<file path="src/rtl/perfect_scan_pkg.sv">
// rtl/perfect_scan_pkg.sv - shared types and constants for the perfect-number scan sequencer
package perfect_scan_pkg;

  localparam int CAND_W   = 16;
  localparam int HITCNT_W = 8;

  typedef enum logic [2:0] {
    ST_IDLE,
    ST_ISSUE,
    ST_WAIT,
    ST_NEXT,
    ST_FIN
  } scan_state_e;

  function automatic logic [HITCNT_W-1:0] sat_inc(input logic [HITCNT_W-1:0] v);
    return (v == {HITCNT_W{1'b1}}) ? v : v + 1'b1;
  endfunction

endpackage

</file>
<file path="src/rtl/scan_hit_fifo.sv">
// rtl/scan_hit_fifo.sv - first-word fall-through hit FIFO, extra pointer MSB for full/empty
module scan_hit_fifo #(
  parameter int W     = 16,
  parameter int DEPTH = 4
) (
  input  logic         clk_i,
  input  logic         rst_ni,
  input  logic         push_i,
  input  logic [W-1:0] din_i,
  input  logic         pop_i,
  output logic [W-1:0] dout_o,
  output logic         empty_o,
  output logic         full_o
);

  localparam int AW = $clog2(DEPTH);

  logic [AW:0]  wr_q, rd_q;
  logic [W-1:0] mem_q [DEPTH];
  logic         do_pop, do_push;

  assign empty_o = (wr_q == rd_q);
  assign full_o  = (wr_q[AW] != rd_q[AW]) && (wr_q[AW-1:0] == rd_q[AW-1:0]);
  assign dout_o  = empty_o ? '0 : mem_q[rd_q[AW-1:0]];

  // A pop in the same cycle frees the slot, so a full FIFO still accepts the push.
  assign do_pop  = pop_i && !empty_o;
  assign do_push = push_i && (!full_o || do_pop);

  always_ff @(posedge clk_i or negedge rst_ni) begin
    if (!rst_ni) begin
      wr_q <= '0;
      rd_q <= '0;
      for (int i = 0; i < DEPTH; i++) mem_q[i] <= '0;
    end else begin
      if (do_push) begin
        mem_q[wr_q[AW-1:0]] <= din_i;
        wr_q                <= wr_q + 1'b1;
      end
      if (do_pop) rd_q <= rd_q + 1'b1;
    end
  end

endmodule

</file>
<file path="src/rtl/perfect_scan_ctrl.sv">
// rtl/perfect_scan_ctrl.sv - candidate sweep sequencer for the perfect-number checker
// Optional per-candidate watchdog enabled by SCAN_TIMEOUT_EN.
module perfect_scan_ctrl
  import perfect_scan_pkg::*;
#(
  parameter int W     = CAND_W,
  parameter int DEPTH = 4
`ifdef SCAN_TIMEOUT_EN
  , parameter int TIMEOUT_CYC = 65535
`endif
) (
  input  logic                clk_i,
  input  logic                rst_ni,
  input  logic                start_i,
  input  logic                abort_i,
  input  logic [W-1:0]        lo_i,
  input  logic [W-1:0]        hi_i,
  output logic [W-1:0]        sw_o,
  output logic                go_o,
  input  logic                over_i,
  input  logic                ans_i,
  input  logic                rd_en_i,
  output logic [W-1:0]        rd_data_o,
  output logic                empty_o,
  output logic [HITCNT_W-1:0] hit_cnt_o,
  output logic                overflow_o,
  output logic                busy_o,
  output logic                done_o,
  output logic                err_o
);

  scan_state_e         state_q;
  logic [W-1:0]        cand_q, hi_q, sw_q;
  logic [HITCNT_W-1:0] hit_cnt_q;
  logic                go_q, done_q, busy_q, overflow_q, over_q;
  logic                ov_rise, ov_take, hit, fifo_full;

  assign ov_rise = over_i && !over_q;
  // An over arriving with go still high belongs to the previous candidate.
  assign ov_take = (state_q == ST_WAIT) && ov_rise && !go_q && !abort_i;
  assign hit     = ov_take && ans_i;

  scan_hit_fifo #(.W(W), .DEPTH(DEPTH)) u_fifo (
    .clk_i  (clk_i),
    .rst_ni (rst_ni),
    .push_i (hit),
    .din_i  (cand_q),
    .pop_i  (rd_en_i),
    .dout_o (rd_data_o),
    .empty_o(empty_o),
    .full_o (fifo_full)
  );

`ifdef SCAN_TIMEOUT_EN
  logic [31:0] tmo_q;
  logic        err_q;
  assign err_o = err_q;
`else
  assign err_o = 1'b0;
`endif

  always_ff @(posedge clk_i or negedge rst_ni) begin
    if (!rst_ni) begin
      state_q    <= ST_IDLE;
      cand_q     <= '0;
      hi_q       <= '0;
      sw_q       <= '0;
      hit_cnt_q  <= '0;
      go_q       <= 1'b0;
      done_q     <= 1'b0;
      busy_q     <= 1'b0;
      overflow_q <= 1'b0;
      over_q     <= 1'b0;
`ifdef SCAN_TIMEOUT_EN
      tmo_q      <= '0;
      err_q      <= 1'b0;
`endif
    end else begin
      over_q <= over_i;
      go_q   <= 1'b0;
      done_q <= 1'b0;
      case (state_q)
        ST_IDLE: begin
          if (start_i) begin
            cand_q     <= lo_i;
            hi_q       <= hi_i;
            hit_cnt_q  <= '0;
            overflow_q <= 1'b0;
            busy_q     <= 1'b1;
`ifdef SCAN_TIMEOUT_EN
            err_q      <= 1'b0;
`endif
            state_q    <= (lo_i > hi_i) ? ST_FIN : ST_ISSUE;
          end
        end
        ST_ISSUE: begin
          if (abort_i) begin
            state_q <= ST_FIN;
          end else if (cand_q < W'(2)) begin
            state_q <= ST_NEXT;
          end else begin
            sw_q    <= cand_q;
            go_q    <= 1'b1;
            state_q <= ST_WAIT;
`ifdef SCAN_TIMEOUT_EN
            tmo_q   <= '0;
`endif
          end
        end
        ST_WAIT: begin
          if (abort_i) begin
            state_q <= ST_FIN;
          end else if (ov_take) begin
            if (ans_i) begin
              hit_cnt_q <= sat_inc(hit_cnt_q);
              if (fifo_full && !rd_en_i) overflow_q <= 1'b1;
            end
            state_q <= ST_NEXT;
          end
`ifdef SCAN_TIMEOUT_EN
          else if (tmo_q == 32'(TIMEOUT_CYC - 1)) begin
            err_q   <= 1'b1;
            state_q <= ST_FIN;
          end else begin
            tmo_q <= tmo_q + 1'b1;
          end
`endif
        end
        ST_NEXT: begin
          // Compare before incrementing so hi = all-ones terminates without wrapping.
          if (abort_i || cand_q == hi_q) begin
            state_q <= ST_FIN;
          end else begin
            cand_q  <= cand_q + 1'b1;
            state_q <= ST_ISSUE;
          end
        end
        ST_FIN: begin
          done_q  <= 1'b1;
          busy_q  <= 1'b0;
          state_q <= ST_IDLE;
        end
        default: state_q <= ST_IDLE;
      endcase
    end
  end

  assign sw_o       = sw_q;
  assign go_o       = go_q;
  assign hit_cnt_o  = hit_cnt_q;
  assign overflow_o = overflow_q;
  assign busy_o     = busy_q;
  assign done_o     = done_q;

endmodule

</file>
<file path="config.mk">
export PLATFORM = sky130hd
export DESIGN_NAME = perfect_scan_ctrl
export DESIGN_NICKNAME = d
export VERILOG_FILES = /design/src/rtl/perfect_scan_pkg.sv /design/src/rtl/scan_hit_fifo.sv /design/src/rtl/perfect_scan_ctrl.sv
export SDC_FILE = /design/constraint.sdc
export NUM_CORES = 1
export LEC_CHECK = 0
export CORE_ASPECT_RATIO = 2
export CORE_MARGIN = 5
export CORE_UTILIZATION = 60
export CTS_CLUSTER_SIZE = 16
export DETAILED_ROUTE_END_ITERATION = 16
export DONT_BUFFER_PORTS = 1
export GPL_TIMING_DRIVEN = 0
export HOLD_SLACK_MARGIN = 0.05
export PLACE_DENSITY = 0.85
export SYNTH_ARGS = -nofsm -noshare
export SYNTH_HDL_FRONTEND = slang
export SYNTH_SLANG_ARGS = --single-unit
</file>
<file path="constraint.sdc">
create_clock -name clk_i -period 5.8 [get_ports clk_i]
set_clock_uncertainty 0.2 [all_clocks]
set_input_delay 0 -clock clk_i [delete_from_list [all_inputs] [get_ports clk_i]]
set_output_delay 0 -clock clk_i [all_outputs]
set_load 0.05 [all_outputs]
</file>
==> results.md, run 1 <==
- Initial antenna violation count: 0
- Area Overhead vs Synth: 18.7%
- DP Cell Count: 742
- RSZ-0062 raised after global routing: no
- Vias in the first global route: 5684
- Synth Area in Compound Gates: 7.59%
- Mux cell area share after synthesis: 19.8%
- Synth warn: 0
- Yosys reg bits: 134
- GRT overflow: 0
- CP Class: flip-flop to flip-flop
- Hold Startpoint: lo_i[2]
- Largest family of logic cells by synthesized area: multiplexers
- Reg2reg path depth: 9
- CTS Buf Count: 17
- Synth async-reset ratio: 100%
- Reg2Reg Capture Point: cand_q[9]
- Required @ worst endpoint: 5.89 ns
- Final setup fails: 0
- Post-route setup TNS: 0 ns
- First-pass GRT wire length: 29.5 mm
- Area share of and/or/nand/nor cells after synthesis: 12.7%
- Outcome: complete, no violations
- Fin crit share: 59.4%
- Top FF cell, synth: dfrtp_1
- Max-slew violation count: 0
- Final Hold Viols: 0
- Most frequent cells in the layout: 134 x dfrtp_1, 47 x nand2_1, 45 x dlygate4sd3_1, 42 x mux2_2, 30 x mux2_4
- Arrival time at the worst endpoint: 3.53 ns
- Via count: 5136
- Clock slew at reported path FFs: 0.06 ns
- Largest vdd supply drop: 0.334 mV
- Nets: 724
- Hold Crit Class: primary input to flip-flop
- Maximum clock rate: 290 MHz
- Routed vias/inst: 6.27
- DR pass1 iterations: 6
- Syn_nets: 659
- Reg2reg start: state_q[0]
- Placer Congestion: 0.959
- Worst-path maximum fanout: 8
- Final min period: 3.45 ns
- HPWL Detailed: 12.8 mm
- Slew margin rel.: 29.6%
- Total chip power: 0.00437 W
- Ant diodes: 0
- Clock Path Buffers: 2
- Post-route ant nets: 0
- Register-to-register setup slack: 2.35 ns
- WL/cell: 22.5 um
- Hold Path Depth: 6
- Post-cts repair resize count: 0
- CORE AREA: 11700 um^2
- Cells after synthesis: 597
- Row count: 56
- Buffers on Ports: 0
- Most common cell after layout, fill and taps aside: dfrtp_1
- WHS Endpoint: state_q[2]
- Htree depth: 4
- Leakage: 4.03 nW
- Final WL: 18.4 mm
- # IOs: 85
- Layout Cells excl Fill: 819
- Kind of end point of the critical path: flip-flop
- Worst-Margin Slew: 1.05 ns
- Setup Fix Bufs, Post-CTS: 0
- Startpoint types: flip-flop
- Starting density of the core: 60.6%
- Die Wd: 86.9 um
- Die ar.: 14200 um^2
- Adder-Cell Fraction of Synth Area: 4.06%
- Post-Synth XOR/XNOR Area: 3.77%
- Max Cap Violations: 0
- Pwr Density: 519 nW/um^2
- Clk Latency, worst-skew pair: 0.41 ns
- Post-synthesis sequential area ratio: 47.3%
- Clock sinks: 134
- EDFF count, synth: 0
- TritonCTS clock tree: yes
- Root buffer cell: clkbuf_16
- Die Y: 164 um
- Total Routing Usage GR: 27.4%
- First DRT Iteration DRCs: 324
- DR DRC count: 0
- Synth unique cells: 66
- Avg Cell Area, Syn: 11.9 um^2
- Largest net degree at the start of global routing: 126
- Post-Synthesis Cell Area: 7090 um^2
- Share of layout cells above drive strength 1: 24.5%
[per-layer routing]
| layer | global-route usage, % | vias up | wire length [um] | part of all wire, % |
|---|---|---|---|---|
| li1 | - | 2256 | - | - |
| met1 | 28.1 | 2591 | 6270 | 34 |
| met2 | 49.2 | 217 | 10200 | 56 |
| met3 | 5.27 | 72 | 802 | 4.4 |
| met4 | 17.7 | 0 | 1120 | 6.1 |
| met5 | 0 | - | 0 | 0 |
[sequential cells by signal, summed over array words and instances, names as in the netlist, 3 cells and up]
| signal | flops |
|---|---|
| cand_q | 16 |
| hi_q | 16 |
| hit_cnt_o | 8 |
| state_q | 3 |
| sw_o | 16 |
| u_fifo.mem_q | 64 |
| u_fifo.rd_q | 3 |
| u_fifo.wr_q | 3 |
[worst max path at each step]
| stage | from | endpoint | slack (ns) |
|---|---|---|---|
| after CTS | u_fifo.rd_q[0] | rd_data_o[12] | 2.44 |
| after detailed placement | u_fifo.rd_q[0] | rd_data_o[12] | 2.89 |
| after floorplan | u_fifo.rd_q[0] | rd_data_o[10] | 3.34 |
| after global placement | u_fifo.rd_q[0] | rd_data_o[12] | 2.94 |
| final | state_q[0] | cand_q[9] | 2.35 |
| after global routing | cand_q[1] | cand_q[9] | 2.20 |
[kinds of logic (layout without fill, tap and decap cells)]
group	after synthesis	after routing
compound gates	80	80
fa+ha+maj	23	23
buf+inv	67	144
simple gates	165	165
other cells	1	1
flops	134	134
mux	99	99
xor+xnor	28	28
[Yosys cell counts, drive strengths merged (6+ instances only)]
| cell type | count | area share [%] |
|---|---|---|
| mux4 | 16 | 5.1 |
| buf | 27 | 2.6 |
| dfrtp | 134 | 47 |
| and3 | 9 | 0.79 |
| clkbuf | 15 | 0.81 |
| nor2 | 31 | 2.0 |
| a21oi | 12 | 0.85 |
| nor3 | 12 | 0.92 |
| mux2 | 81 | 14 |
| o21ai | 28 | 2.0 |
| nand2 | 51 | 3.1 |
| xnor2 | 25 | 3.4 |
| nand3 | 8 | 0.56 |
| nor4 | 7 | 0.83 |
| nor2b | 17 | 1.5 |
| o21a | 6 | 0.63 |
| ha | 23 | 4.1 |
| inv | 25 | 1.3 |
| nand4 | 13 | 1.1 |
[critical path, stage by stage (launching register included)]
cell	delay [ns]
dfrtp_1	0.34
buf_2	0.21
inv_1	0.11
nor2_1	0.21
nand2_1	0.30
or4_1	0.59
o21ai_0	0.10
dlygate4sd3_1	0.59
a21oi_1	0.08
dlygate4sd3_1	0.59
[metrics by stage]
stage	worst slack, ns	instance area, um^2	util [%]	hold WS (ns)
after floorplan	3.34	7090	-	-0.496
after global routing	2.20	8420	71.9	0.0851
final	2.35	8420	71.9	0.0731
after CTS	2.44	8420	71.9	0.0648
after detailed placement	2.89	7270	62.2	-0.493
after global placement	2.94	7270	62.2	-0.492
[power breakdown]
group          internal, W  leakage, nW  switching [W]
sequential         0.00121         1.74       0.000411
clock             0.000815        0.330       0.000402
combinational     0.000616         1.96       0.000919
total              0.00264         4.03        0.00173
[what timing repair did]
action                                 CTS  global route
endpoints found under the hold margin  186             0
setup endpoints to repair                0             0
hold buffers                            46             0
[cell type report]
type                    count  area, um^2
multi-input cells         396        3410
repair buffers             46         478
clock buffers              18         439
inverters                  25        93.8
clock inverters            13         226
fillers                   761        3280
flip-flops and latches    134        3350
well taps                 145         181
plain buffers              42         240
No activity file was read; power rests on OpenSTA's default activity.
==> inputs of run 2 (changes only) <==
Clock period 5.8 ns to 3.3 ns, I/O delays scaled along.
==> run 2 against run 1 <==
Compared with the run above:
- highest routed layer unchanged
- worst setup slack lost 2.1 ns
- critical endpoint is now rd_data_o[12]
- hold slack worse by 0.99 ns
- the run now ends with hold timing left
- die area unchanged
- critical path type is now flip-flop to output pin
- global-route usage about the same
- register-to-register slack lost 2.0 ns
- largest power group unchanged
==> results.md, run 2 (synthesis gave the netlist of run 1 again) <==
- Most common cell after layout, fill and taps aside: dfrtp_1
- Slew margin rel.: 28.3% (-1.2 points)
- Slowest library cell on the worst path: nor2b_1
- WHS: -0.919 ns (-0.992 ns)
- Share of layout cells above drive strength 1: 24.7% (+0.18 points)
- Most frequent cells in the layout: 134 x dfrtp_1, 47 x nand2_1, 42 x mux2_2, 41 x dlygate4sd3_1, 30 x mux2_4
- Arrival time at the worst endpoint: 2.85 ns (-0.68 ns)
- Worst-Margin Slew: 1.07 ns (+0.0182 ns)
- Max FFs per register: 64 (unchanged)
- Outcome: finished with violations
- CORE AREA: 11700 um^2 (unchanged)
- Clock sinks: 134 (unchanged)
- DP Cell Count: 742 (unchanged)
- Cts hold-fix bufs: 41 (-11%)
- Final min period: 3.05 ns
- Htree depth: 4 (unchanged)
- Max Cap Violations: 0 (unchanged)
- Required @ worst endpoint: 3.10 ns (-2.79 ns)
- Final setup fails: 0 (unchanged)
- Fin crit share: 92.5%
- CP Class: flip-flop to output pin
- Post-route cell area: 8350 um^2 (-0.79%)
- Final WL: 18.4 mm (about the same)
- Pwr Density: 914 nW/um^2 (+76%)
- Starting density of the core: 60.6% (unchanged)
- Layout fillers: 767 (+0.79%)
- TritonCTS clock tree: yes
- Placer Congestion: 0.959 (unchanged)
- Via count: 5132 (-0.078%)
- Nets: 719 (-0.69%)
- DR DRC count: 0 (unchanged)
- Leakage: 4.01 nW (-0.63%)
- Slowest stage delay, CP: 0.85 ns (+0.26 ns)
- Initial antenna violation count: 0 (unchanged)
- CTS Buf Count: 17 (unchanged)
- First-pass GRT wire length: 29.5 mm (about the same)
- Maximum clock rate: 328 MHz
- Ant diodes: 0 (unchanged)
- Kind of end point of the critical path: output pin
- Largest net degree at the start of global routing: 135 (+7.1%)
- Max-slew violation count: 0 (unchanged)
- Buffers on Ports: 0 (unchanged)
- Die ar.: 14200 um^2 (unchanged)
- Startpoint types: flip-flop
- Total Routing Usage GR: 27.4% (about the same)
- RSZ-0062 raised after global routing: no
- Clock Path Buffers: 2 (unchanged)
- DR pass1 iterations: 4 (-2)
- First DRT Iteration DRCs: 341 (+5.2%)
- Fin util: 71.4% (-0.57 points)
- Row count: 56 (unchanged)
- Area Overhead vs Synth: 17.7%
- Largest vdd supply drop: 0.587 mV (+76%)
- # IOs: 85 (unchanged)
- Worst-path maximum fanout: 10 (+2)
- Routed vias/inst: 6.30 (+0.54%)
- Final Hold Viols: 134 (+134)
- Placed Area: 7270 um^2 (unchanged)
- Die Y: 164 um (unchanged)
- Root buffer cell: clkbuf_16
- Post-route setup TNS: 0 ns (unchanged)
- WL/cell: 22.6 um (+0.57%)
- Clk Latency, worst-skew pair: 0.41 ns (about the same)
- Post-route ant nets: 0 (unchanged)
- GRT overflow: 0 (unchanged)
- Failing checks: hold timing
- Reg with most FFs: u_fifo.mem_q
- Die Wd: 86.9 um (unchanged)
- Hold Crit Class: primary input to asynchronous set/reset pin
- Layout Cells excl Fill: 814 (-0.61%)
- Worst-path cell chain: buf_2 > xnor2_1 > and3_1 > clkbuf_1 > clkbuf_2 > nor2b_1
- Clock slew at reported path FFs: 0.06 ns (about the same)
- Vias in the first global route: 5649 (-0.62%)
- HPWL Detailed: 12.8 mm (unchanged)
## run 2: cell types whose count changed in the layout (fill, tap and decap cells not counted)
cell           previous run  this run
dlygate4sd3_1            45        41
buf_16                    1         0
clkbuf_2                  1         2
clkbuf_1                 14        13
## run 2: area by class of cell
class / count / area [um^2] / share of cell area (%)
multi-input cells: 396 / 3410 / 40.8
repair buffers: 41 / 410 / 4.91
flip-flops and latches: 134 / 3350 / 40.1
clock inverters: 13 / 226 / 2.71
well taps: 145 / 181 / 2.17
clock buffers: 18 / 439 / 5.26
inverters: 25 / 93.8 / 1.12
plain buffers: 42 / 241 / 2.89
## run 2: worst paths after layout
check | start | end | slack, ns | cells past startpoint
setup / recovery | u_fifo.rd_q[0] | rd_data_o[12] | 0.25 | 6
hold / removal | rst_ni | hit_cnt_o[2] | -0.92 | 0
setup reg to reg | cand_q[1] | cand_q[15] | 0.39 | 8
hold reg to reg | u_fifo.mem_q[23] | u_fifo.mem_q[23] | 0.29 | 1
max in group asynchronous | rst_ni | sw_o[14] | 3.58 | 0
min in group clk_i | lo_i[2] | state_q[2] | 0.07 | 6
## run 2: where the power goes
| part | internal, W | switching [W] |
|---|---|---|
| registers | 0.00212 | 0.000725 |
| clock network | 0.00143 | 0.000708 |
| logic | 0.00107 | 0.00158 |
| total | 0.00462 | 0.00302 |
## run 2: per-layer routing
| layer | track usage, % | vias up | part of all wire (%) | routed length (um) |
|---|---|---|---|---|
| met4 | 17.8 | 0 | 5.8 | 1060 |
| li1 | - | 2250 | - | - |
| met2 | 49.0 | 213 | 56 | 10300 |
| met3 | 5.07 | 61 | 4.1 | 760 |
| met5 | 0 | - | 0 | 0 |
| met1 | 28.3 | 2608 | 34 | 6290 |
## run 2: worst max-delay path, delay by kind of cell (launching register included)
kind,cells,cell delay [ns]
xor gates and xnor gates,1,0.13
buffers and inverters,3,0.94
DFF,1,0.35
and+or+nand+nor,2,1.02
## run 2: repair_timing
item                                    CTS  global route
endpoints found under the setup margin    9             0
setup buffers                             0             0
gates resized for setup                   1             0
endpoints found under the hold margin   186           134
## run 2: stage by stage
| step | total power [W] | setup slack (ns) |
|---|---|---|
| finish | 0.00764 | 0.248 |
| global route | 0.00798 | 0.0505 |
| CTS | 0.00763 | 0.186 |
| detailed placement | 0.00542 | 0.392 |
| global placement | 0.00528 | 0.443 |
| floorplan | 0.00475 | 0.841 |
